File: src/rtl/line_ddr_writer.sv
`default_nettype none
// ============================================================================
// Module   : line_ddr_writer
// Purpose  : Consumer side of the camera line buffer. A start request triggers
//            the line buffer. Each line is then drained in chunks of
//            8*BURST_LEN RGB565 pixels. Eight pixels are packed into each
//            128-bit staging word, and every chunk is written to DDR as one
//            AXI4 INCR burst.
// Ports    : clk_i/rstn_i        clock, asynchronous active-low reset
//            start_i             frame request (accepted only when idle)
//            busy_o/done_o/err_o frame status (err sticky until next start)
//            lb_*                line-buffer trigger, ready, read strobe, data
//            aw*/w*/b*           AXI4 write address, data and response channels
// Revision : 1.0 - initial release
// ============================================================================
module line_ddr_writer #(
    parameter int                H_ACT       = 1280,
    parameter int                V_ACT       = 720,
    parameter int                BURST_LEN   = 16,
    parameter int                ADDR_W      = 28,
    parameter logic [ADDR_W-1:0] BASE_ADDR   = '0,
    parameter int                LINE_STRIDE = 2560
) (
    input  logic              clk_i,
    input  logic              rstn_i,
    input  logic              start_i,
    output logic              busy_o,
    output logic              done_o,
    output logic              err_o,
    output logic              lb_trig_o,
    input  logic              lb_aquire_i,
    output logic              lb_read_en_o,
    input  logic [15:0]       lb_data_i,
    output logic [ADDR_W-1:0] awaddr_o,
    output logic [7:0]        awlen_o,
    output logic [2:0]        awsize_o,
    output logic [1:0]        awburst_o,
    output logic              awvalid_o,
    input  logic              awready_i,
    output logic [127:0]      wdata_o,
    output logic [15:0]       wstrb_o,
    output logic              wvalid_o,
    output logic              wlast_o,
    input  logic              wready_i,
    input  logic [1:0]        bresp_i,
    input  logic              bvalid_i,
    output logic              bready_o
);

    localparam int PIX_PER_CHUNK = 8 * BURST_LEN;
    localparam int PIX_W         = $clog2(PIX_PER_CHUNK);
    localparam int WORD_W        = $clog2(BURST_LEN);
    localparam int CHUNKS        = H_ACT / PIX_PER_CHUNK;
    localparam int CHUNK_W       = (CHUNKS > 1) ? $clog2(CHUNKS) : 1;
    localparam int ROW_W         = (V_ACT > 1) ? $clog2(V_ACT) : 1;
    localparam int CHUNK_BYTES   = BURST_LEN * 16;

    typedef enum logic [2:0] {
        S_IDLE = 3'd0,
        S_TRIG = 3'd1,
        S_WAIT = 3'd2,
        S_FILL = 3'd3,
        S_AW   = 3'd4,
        S_W    = 3'd5,
        S_B    = 3'd6
    } state_t;

    state_t               state_q, state_d;
    logic [PIX_W:0]       rd_cnt_q;   // reads issued in this chunk (0..PIX_PER_CHUNK)
    logic [PIX_W-1:0]     cap_cnt_q;  // pixel slot for the next capture
    logic                 cap_v_q;    // lb_data_i carries a requested pixel this cycle
    logic [WORD_W-1:0]    word_q;
    logic [CHUNK_W-1:0]   chunk_q;
    logic [ROW_W-1:0]     row_q;
    logic                 done_q;
    logic                 err_q;
    logic [7:0][15:0]     stage_q [BURST_LEN];

    logic                 w_rd_en;
    logic                 w_last_cap;
    logic                 w_last_word;
    logic                 w_last_chunk;
    logic                 w_last_row;
    logic [ADDR_W-1:0]    w_addr;

    // Read strobe runs until exactly one chunk of reads has been issued.
    assign w_rd_en      = (state_q == S_FILL) && !rd_cnt_q[PIX_W];
    assign w_last_cap   = cap_v_q && (cap_cnt_q == PIX_W'(PIX_PER_CHUNK - 1));
    assign w_last_word  = (word_q == WORD_W'(BURST_LEN - 1));
    assign w_last_chunk = (chunk_q == CHUNK_W'(CHUNKS - 1));
    assign w_last_row   = (row_q == ROW_W'(V_ACT - 1));
    assign w_addr       = BASE_ADDR
                        + ADDR_W'(row_q) * ADDR_W'(LINE_STRIDE)
                        + ADDR_W'(chunk_q) * ADDR_W'(CHUNK_BYTES);

    always_comb begin
        state_d = state_q;
        case (state_q)
            // A start landing in the done cycle is dropped on purpose.
            S_IDLE: if (start_i && !done_q)    state_d = S_TRIG;
            S_TRIG:                            state_d = S_WAIT;
            S_WAIT: if (lb_aquire_i)           state_d = S_FILL;
            S_FILL: if (w_last_cap)            state_d = S_AW;
            S_AW:   if (awready_i)             state_d = S_W;
            S_W:    if (wready_i && w_last_word) state_d = S_B;
            S_B:    if (bvalid_i)
                        state_d = (w_last_chunk && w_last_row) ? S_IDLE : S_WAIT;
            default:                           state_d = S_IDLE;
        endcase
    end

    always_ff @(posedge clk_i or negedge rstn_i) begin
        if (!rstn_i) begin
            state_q   <= S_IDLE;
            rd_cnt_q  <= '0;
            cap_cnt_q <= '0;
            cap_v_q   <= 1'b0;
            word_q    <= '0;
            chunk_q   <= '0;
            row_q     <= '0;
            done_q    <= 1'b0;
            err_q     <= 1'b0;
        end else begin
            state_q <= state_d;
            done_q  <= 1'b0;
            cap_v_q <= w_rd_en;
            if (w_rd_en) rd_cnt_q  <= rd_cnt_q + 1'b1;
            if (cap_v_q) cap_cnt_q <= cap_cnt_q + 1'b1;
            case (state_q)
                S_IDLE: begin
                    if (state_d == S_TRIG) begin
                        err_q   <= 1'b0;
                        row_q   <= '0;
                        chunk_q <= '0;
                    end
                end
                S_WAIT: begin
                    rd_cnt_q  <= '0;
                    cap_cnt_q <= '0;
                    word_q    <= '0;
                end
                S_W: begin
                    if (wready_i) word_q <= w_last_word ? '0 : word_q + 1'b1;
                end
                S_B: begin
                    if (bvalid_i) begin
                        if (bresp_i != 2'b00) err_q <= 1'b1;
                        if (w_last_chunk) begin
                            chunk_q <= '0;
                            if (w_last_row) begin
                                row_q  <= '0;
                                done_q <= 1'b1;
                            end else begin
                                row_q <= row_q + 1'b1;
                            end
                        end else begin
                            chunk_q <= chunk_q + 1'b1;
                        end
                    end
                end
                default: ;
            endcase
        end
    end

    // Staging buffer: pixel k of a word lands in bits [16k+15:16k].
    always_ff @(posedge clk_i) begin
        if (cap_v_q) stage_q[cap_cnt_q[PIX_W-1:3]][cap_cnt_q[2:0]] <= lb_data_i;
    end

    assign busy_o       = (state_q != S_IDLE);
    assign done_o       = done_q;
    assign err_o        = err_q;
    assign lb_trig_o    = (state_q == S_TRIG);
    assign lb_read_en_o = w_rd_en;
    assign awvalid_o    = (state_q == S_AW);
    assign awaddr_o     = (state_q == S_AW) ? w_addr : '0;
    assign awlen_o      = 8'(BURST_LEN - 1);
    assign awsize_o     = 3'd4;
    assign awburst_o    = 2'b01;
    assign wvalid_o     = (state_q == S_W);
    assign wlast_o      = (state_q == S_W) && w_last_word;
    assign wdata_o      = (state_q == S_W) ? stage_q[word_q] : '0;
    assign wstrb_o      = 16'hFFFF;
    assign bready_o     = (state_q == S_B);

endmodule
`default_nettype wire

File: config.mk
export PLATFORM = sky130hd
export DESIGN_NAME = line_ddr_writer
export DESIGN_NICKNAME = d
export VERILOG_FILES = /design/src/rtl/line_ddr_writer.sv
export SDC_FILE = /design/constraint.sdc
export NUM_CORES = 2
export LEC_CHECK = 0
export CORE_ASPECT_RATIO = 1.4
export CORE_MARGIN = 1.5
export CORE_UTILIZATION = 50
export CTS_CLUSTER_DIAMETER = 50
export DETAILED_ROUTE_END_ITERATION = 16
export PLACE_DENSITY = 0.69
export SETUP_SLACK_MARGIN = 0.15
export SYNTH_ARGS = -nofsm -noshare
export SYNTH_HDL_FRONTEND = slang
export SYNTH_SLANG_ARGS = --single-unit
File: constraint.sdc
create_clock -name clk_i -period 3 [get_ports clk_i]
set_input_delay 0.3 -clock clk_i [delete_from_list [all_inputs] [get_ports clk_i]]
set_output_delay 0.3 -clock clk_i [all_outputs]
set_load 0.005 [all_outputs]
# Word-level counts from Yosys, hierarchy flattened
# Memory sizes are Yosys's and may differ from the RTL's.
# Index checks and enable logic that the tools add are counted.
op_classes:
  add_sub_neg: 6
  mul: 1
  n_lt_le_gt_ge: 2
  n_eq_ne: 16
  n_mux: 38
  n_reduce_logical: 20
op_table:
  columns: ["cell", "count"]
  rows:
  - ["128-bit 2-to-1 mux", 2]
  - ["16-bit demux with 3-bit select", 1]
  - ["10-bit 2-to-1 mux", 4]
  - ["22-bit by 12-bit adder with 23-bit output", 1]
  - ["23-bit 2-to-1 mux", 1]
  - ["3-bit case mux with 7 select lines", 1]
  - ["4-bit 2-to-1 mux", 5]
  - ["10-bit case mux with 2 select lines", 1]
  - ["3-bit 2-to-1 mux", 6]
  - ["16-bit 2-to-1 mux", 1]
  - ["8-bit 2-to-1 mux", 2]
  - ["4-bit case mux with 2 select lines", 2]
  - ["7-bit 2-to-1 mux", 2]
  - ["10-bit by 3-bit multiplier with 13-bit output, second input constant", 1]
  - ["10-bit by 1-bit adder with 10-bit output, second input constant", 1]
  - ["10-bit == test, second input constant", 1]
  - ["2-bit nonzero test", 5]
  - ["3-bit == test, second input constant", 3]
  - ["4-bit by 1-bit adder with 4-bit output, second input constant", 2]
  - ["8-bit by 1-bit adder with 8-bit output, second input constant", 1]
  - ["4-bit == test, second input constant", 2]
  - ["1-bit 2-to-1 mux", 8]
  - ["4-bit AND reduction", 2]
  - ["7-bit by 1-bit adder with 7-bit output, second input constant", 1]
  - ["15 further kinds", 27]
word_totals:
  register_bits: 39
  ram_bits: 2048
  input_bits: 25
  output_inout_bits: 194
  word_cells: 93
  n_memories: 1
memory_table:
  columns: ["memory", "words", "word_bits", "read_ports", "rd_clocked_by_memory_dff", "wr", "line_no", "text"]
  rows:
  - ["stage_q", 16, 128, 1, 0, 1, "77", "logic [7:0][15:0] stage_q [BURST_LEN];"]

# Logic depth before layout (Yosys ltp)
depth:
  word_depth: 8
  ltp_mapped: 10
  depth_no_buf: 10

# Worst setup path after synthesis
# OpenSTA, ideal clock, no wires.
synth_path:
  path_type: "register -> output"
  from: "register row_q[1]"
  to: "output port awaddr_o[20]"
  arrival_time_ns: 2.699
  required_ns: 2.700
  slack_ns: 0.001
  path_stages_with_launch: 10
  n_path_buf: 0
  cell_sequence: "dfrtp_1 ha_1 ha_1 inv_1 fa_1 xnor2_1 nor4bb_1 nand3_1 or4_1 a21oi_1"
synth_between:
  elab_chain_len: 3
synth_rtl:
  columns: ["element", "line_no", "text"]
  rows:
  - ["from (decl)", "74", "logic [ROW_W-1:0] row_q;"]
  - ["from (signal assigned)", "154", "row_q <= row_q + 1'b1;"]
  - ["10-bit by 3-bit multiplier with 13-bit output", "93", "+ ADDR_W'(row_q) * ADDR_W'(LINE_STRIDE)"]
  - ["22-bit by 12-bit adder with 23-bit output", "94", "+ ADDR_W'(chunk_q) * ADDR_W'(CHUNK_BYTES);"]
  - ["23-bit 2-to-1 mux", "177", "assign awaddr_o = (state_q == S_AW) ? w_addr : '0;"]
  - ["to (decl)", "34", "output logic [ADDR_W-1:0] awaddr_o,"]
# Every way passes these cells.

# Worst setup path after layout
layout_path:
  from: "register word_q[0]"
  to: "output port wdata_o[65]"
layout_between:
  elab_chain_len: 2
layout_rtl:
  columns: ["element", "line_no", "text"]
  rows:
  - ["from (decl)", "72", "logic [WORD_W-1:0] word_q;"]
  - ["from (signal assigned)", "143", "if (wready_i) word_q <= w_last_word ? '0 : word_q + 1'b1;"]
  - ["memory 16 x 128 bit", null, null]
  - ["128-bit 2-to-1 mux", "183", "assign wdata_o = (state_q == S_W) ? stage_q[word_q] : '0;"]
  - ["to (decl)", "40", "output logic [127:0] wdata_o,"]
# Every way passes these cells.

==> flow_summary_export.csv <==
group,metric,value,unit
routing,wire_per_inst,30.2,µm
synthesis,yosys.area_share.adder,0.434,%
pwr,overall_power_of_the_completed_layout,59.5,mW
die,floorplan.rows,175,
hold_path,hp-start,"lb_data_i[7]",
die,initial_core_util,50.2,%
timing,finalWorstPathRequiredPeriod,3.95,ns
synthesis,ys_seq_area_share,76.8,%
layout,proportion_of_layout_cells_with_a_drive_suffix_above_1,41.9,%
setup_path,worst_r2r_path_depth,6,
timing,post-route-worst-setup-slack,-0.955,ns
timing,maxClockFrequency,253,MHz
pwr,power_switching_share,21.6,%
clocking,worstSkewPairLatency,0.83,ns
placement,finalWeightedCongestion,0.790,
synthesis,post_synth_xor_area_fraction,0.248,%
routing,drt_first_iter_violations,4486,
synthesis,netlist.top_cell.by_area,"edfxtp_1",
setup_path,regToRegSetupSlack,0.54,ns
placement,pre_cts_slack,-0.509,ns
hold_path,endpoint_of_the_worst_hold_path,"stage_q[4][71]",
timing,finalHoldViolCount,0,
setup_path,delay_of_the_slowest_cell_on_the_worst_path,0.57,ns
layout,syn_to_final_growth,21.1,%
pwr,power_density,604,nW/µm²
grt,pin_count_of_the_biggest_net_entering_global_routing,129,
setup_path,timing_worst_setup_path_type,"flip-flop to output port",
pwr,clkPwrFrac,39.0,%
timing,fin_tns_setup,-93.14,ns
synthesis,ys_types,57,
routing,dr_total_vias,39800,
grt,antenna_violations_before_repair,6,
timing,fin_skew,0.0244,ns
synthesis,synth_top_cells_by_area,"edfxtp_1 76%, mux4_2 18%, dfrtp_1 1.2%, and2_1 0.98%, nor2_1 0.78%",
clocking,tritoncts,"yes",
timing,timing.slew.headroom,30.8,%
die,chipWidth,344,µm
routing,viasPerCell,6.02,
placement,area_of_placed_instances,88700,µm²
die,pin_count,219,
pwr,power.internal,46.6,mW
die,fp.dieArea,165000,µm²
clocking,clk_pin_slew,0.07,ns
grt,gr-usage-met3,3.50,%
placement,port-buffer-count,175,
setup_path,worstPathCellList,"buf_12 > clkbuf_16 > buf_6 > buf_6 > clkbuf_16 > buf_6 > buf_12 > mux4_2 > mux4_2 > and2_4 > buf_6",
timing,setup-violations-final,137,
setup_path,cpMostUsedCell,"buf_6",
setup_path,regToRegStartpoint,"state_q[2]",
hold_path,hold_class,"primary input to flip-flop",
grt,grt_first_pass_wirelength,275000,µm
grt,global_route.usage.met1,31.0,%
synthesis,combinational_family_with_the_most_area_after_synthesis,"multiplexers",
clocking,cts.sink_count,2087,
pwr,pwr-share-seq,55.6,%
grt,gr-usage-all-layers,23.4,%
setup_path,destination_of_the_worst_register_to_register_timing_path,"row_q[8]",
timing,min_period_over_period,132,%
timing,hold_slack,0.0516,ns
die,placeable_core_region,162000,µm²
clocking,clock_tree.root_cell,"clkbuf_16",
pwr,netSwitchingPower,12.8,mW
synthesis,syn_area,81300,µm²
routing,finalWirelength,199000,µm
synthesis,yosys.area.top_type_share,75.6,%
placement,dp.cells,5981,
grt,grt.busiest_layer,"met2",
setup_path,worstSetupEndpointType,"output port",
setup_path,cp_slowest_cell,"dfrtp_4",
synthesis,synth_simple_gate_area_share,2.63,%
layout,layoutNonFillerInstCount,6598,
synthesis,synth-edff-count,2048,
synthesis,cell_count_after_synthesis,3508,
layout,layout.nets,4371,
synthesis,ys_seq_elements,2087,
pwr,proportion_of_power_drawn_by_combinational_gates,5.4,%
routing,antenna_left,0,
timing,timing.final.max_slew_violations,0,
pwr,leakage,32.4,nW
setup_path,critical_path_required,2.70,ns
timing,setup_repair_after_global_routing_missed_its_margin,"true",
pwr,ir_drop,0.645,mV
grt,first_global_vias,39700,
layout,finish.utilization,60.8,%
synthesis,multiplexer_area_fraction_after_synthesis,17.7,%
grt,grt_util_met2,40.6,%
layout,final_area,98500,µm²
die,dieHeight,480,µm
synthesis,synth_warnings,0,
run_status,violations,"setup timing",
synthesis,mean_instance_size_in_the_synthesized_netlist,23.2,µm²
placement,dpl.hpwl,110000,µm
run_status,run_status,"finished, violations left",
timing,timing_worst_slew_pin_value,1.04,ns
setup_path,path_max_fanout,7,
run,timing.max_cap.violations,0,
hold_path,hold-path-cell-count,1,
clocking,cts_buffer_depth,3,
clocking,cts_inserted_buffers,186,
grt,grt_remaining_overflow,0,
synthesis,async_s_r_ff_share_synth,1.87,%
synthesis,synth_top_flop_cell,"edfxtp_1",
clocking,cts.htree.levels,4,
routing,drt-pass1-iter-count,5,
setup_path,critical_path_arrival,3.65,ns
synthesis,synth_compound_gate_area_share,0.557,%
setup_path,cp-start-kind,"flip-flop",
routing,remaining_drc_errors,0,
[timing repair]
item / in CTS / in global routing
endpoints found under the setup margin: 144 / 144
hold endpoints to repair: 158 / 0
resized for setup: 175 / 508
hold buffers: 8 / 0
pin swaps: 23 / 45
setup buffers: 22 / 202
gates cloned: 5 / 38
[metal layers]
| layer | part of all wire [%] | routed length, µm |
|---|---|---|
| met1 | 38 | 75500 |
| met2 | 53 | 105000 |
| met3 | 6.8 | 13400 |
| met4 | 2.5 | 4890 |
| met5 | 0.0065 | 13 |
[cell usage after synthesis, types with 2 or more instances]
master	count
dfrtp_1	39
and4_1	2
buf_2	29
or3_1	4
inv_2	3
nor3_1	4
nor4b_1	2
fa_1	2
buf_1	15
inv_1	5
a21o_1	5
xnor2_1	14
nor2_1	170
and3_1	11
nand2_1	38
edfxtp_1	2048
and3b_1	2
nand4_1	9
a31oi_1	4
conb_1	2
nor2b_1	11
nand4b_1	2
nor3b_1	4
or2_1	2
and2_1	128
clkbuf_1	104
o41ai_1	2
nand2b_1	6
buf_6	29
nand3_1	27
a21oi_1	11
ha_1	25
o31ai_1	8
xor2_1	9
o21ai_0	18
o21a_1	2
mux2i_1	2
o21ai_1	11
mux4_2	639
buf_4	43
[layout make-up]
type,count,area [µm²]
Antenna cell,5,12.5
Clock inverter,111,1040
Timing Repair Buffer,802,8920
Multi-Input combinational cell,1234,18500
Sequential cell,2087,62500
Inverter,8,37.5
Tap cell,2124,2660
Fill cell,11000,63500
Clock buffer,227,4830
[registers in the layout, indices dropped and copies added (netlist names)]
| signal | cells |
|---|---|
| row_q | 10 |
| cap_cnt_q | 7 |
| chunk_q | 4 |
| err_o | 1 |
| state_q | 3 |
| rd_cnt_q | 8 |
| cap_v_q | 1 |
| stage_q | 2048 |
| word_q | 4 |
| done_o | 1 |
[worst max-delay path by stage]
stage | start | to | slack [ns] | cells after the start
finish | word_q[0] | wdata_o[65] | -0.95 | 11
global route | row_q[3] | awaddr_o[20] | -1.09 | 11
CTS | row_q[3] | awaddr_o[20] | -0.97 | 11
detailed placement | row_q[3] | awaddr_o[20] | -0.51 | 11
global placement | row_q[3] | awaddr_o[20] | -0.49 | 11
floorplan | row_q[1] | awaddr_o[20] | 0.15 | 10
[placed cells by master, fill, tap and decap left out, types with 8 or more instances in the layout]
master              n
dfrtp_1            32
xor2_1              8
nor2_2             86
buf_4             380
dlymetal6s2s_1     37
buf_16             25
mux4_2            640
ha_1               18
clkbuf_2           71
nand2_1            36
buf_8              21
xnor2_1            10
clkinv_2           27
and3_1              8
conb_1             43
clkdlybuf4s50_1    15
buf_2              11
and2_4            103
buf_6             103
nand4_1             9
clkinv_1           46
nand3_1            26
o21ai_1            11
clkbuf_16         223
nor2_1             83
edfxtp_1         2048
clkbuf_1           40
o21ai_0            18
a21oi_1             8
dlygate4sd3_1       8
bufinv_16          15
nor2b_1            10
and2_1             25
buf_12             95
[critical path: cells and delay by family (launching register included)]
family | cells | cell delay [ns]
muxes | 2 | 0.96
and+or+nand+nor | 1 | 0.22
buffers and inverters | 8 | 1.08
DFF | 1 | 0.57
[power groups by stage]
| stage | clock, mW | sequential, mW | combinational, mW |
|---|---|---|---|
| 6_report | 23.2 | 33.1 | 3.22 |
| 4_1_cts | 23.5 | 33.0 | 3.21 |
| 3_3_place_gp | 0 | 33.6 | 3.11 |
| 2_1_floorplan | 0 | 33.6 | 1.55 |
| 3_5_place_dp | 0 | 33.7 | 3.18 |
| 5_1_grt | 24.5 | 33.1 | 3.41 |
[logic make-up (layout without fill, tap and decap cells)]
logic type / Yosys count / count (layout)
XOR/XNOR: 23 / 23
adder cells (fa/ha/maj): 27 / 27
AO/OA/AOI/OAI: 72 / 72
flip-flops: 2087 / 2087
buffers and inverters: 229 / 1148
multiplexers: 642 / 642
other: 2 / 48
AND/OR/NAND/NOR: 426 / 427
No activity file was read; power rests on OpenSTA's default activity.
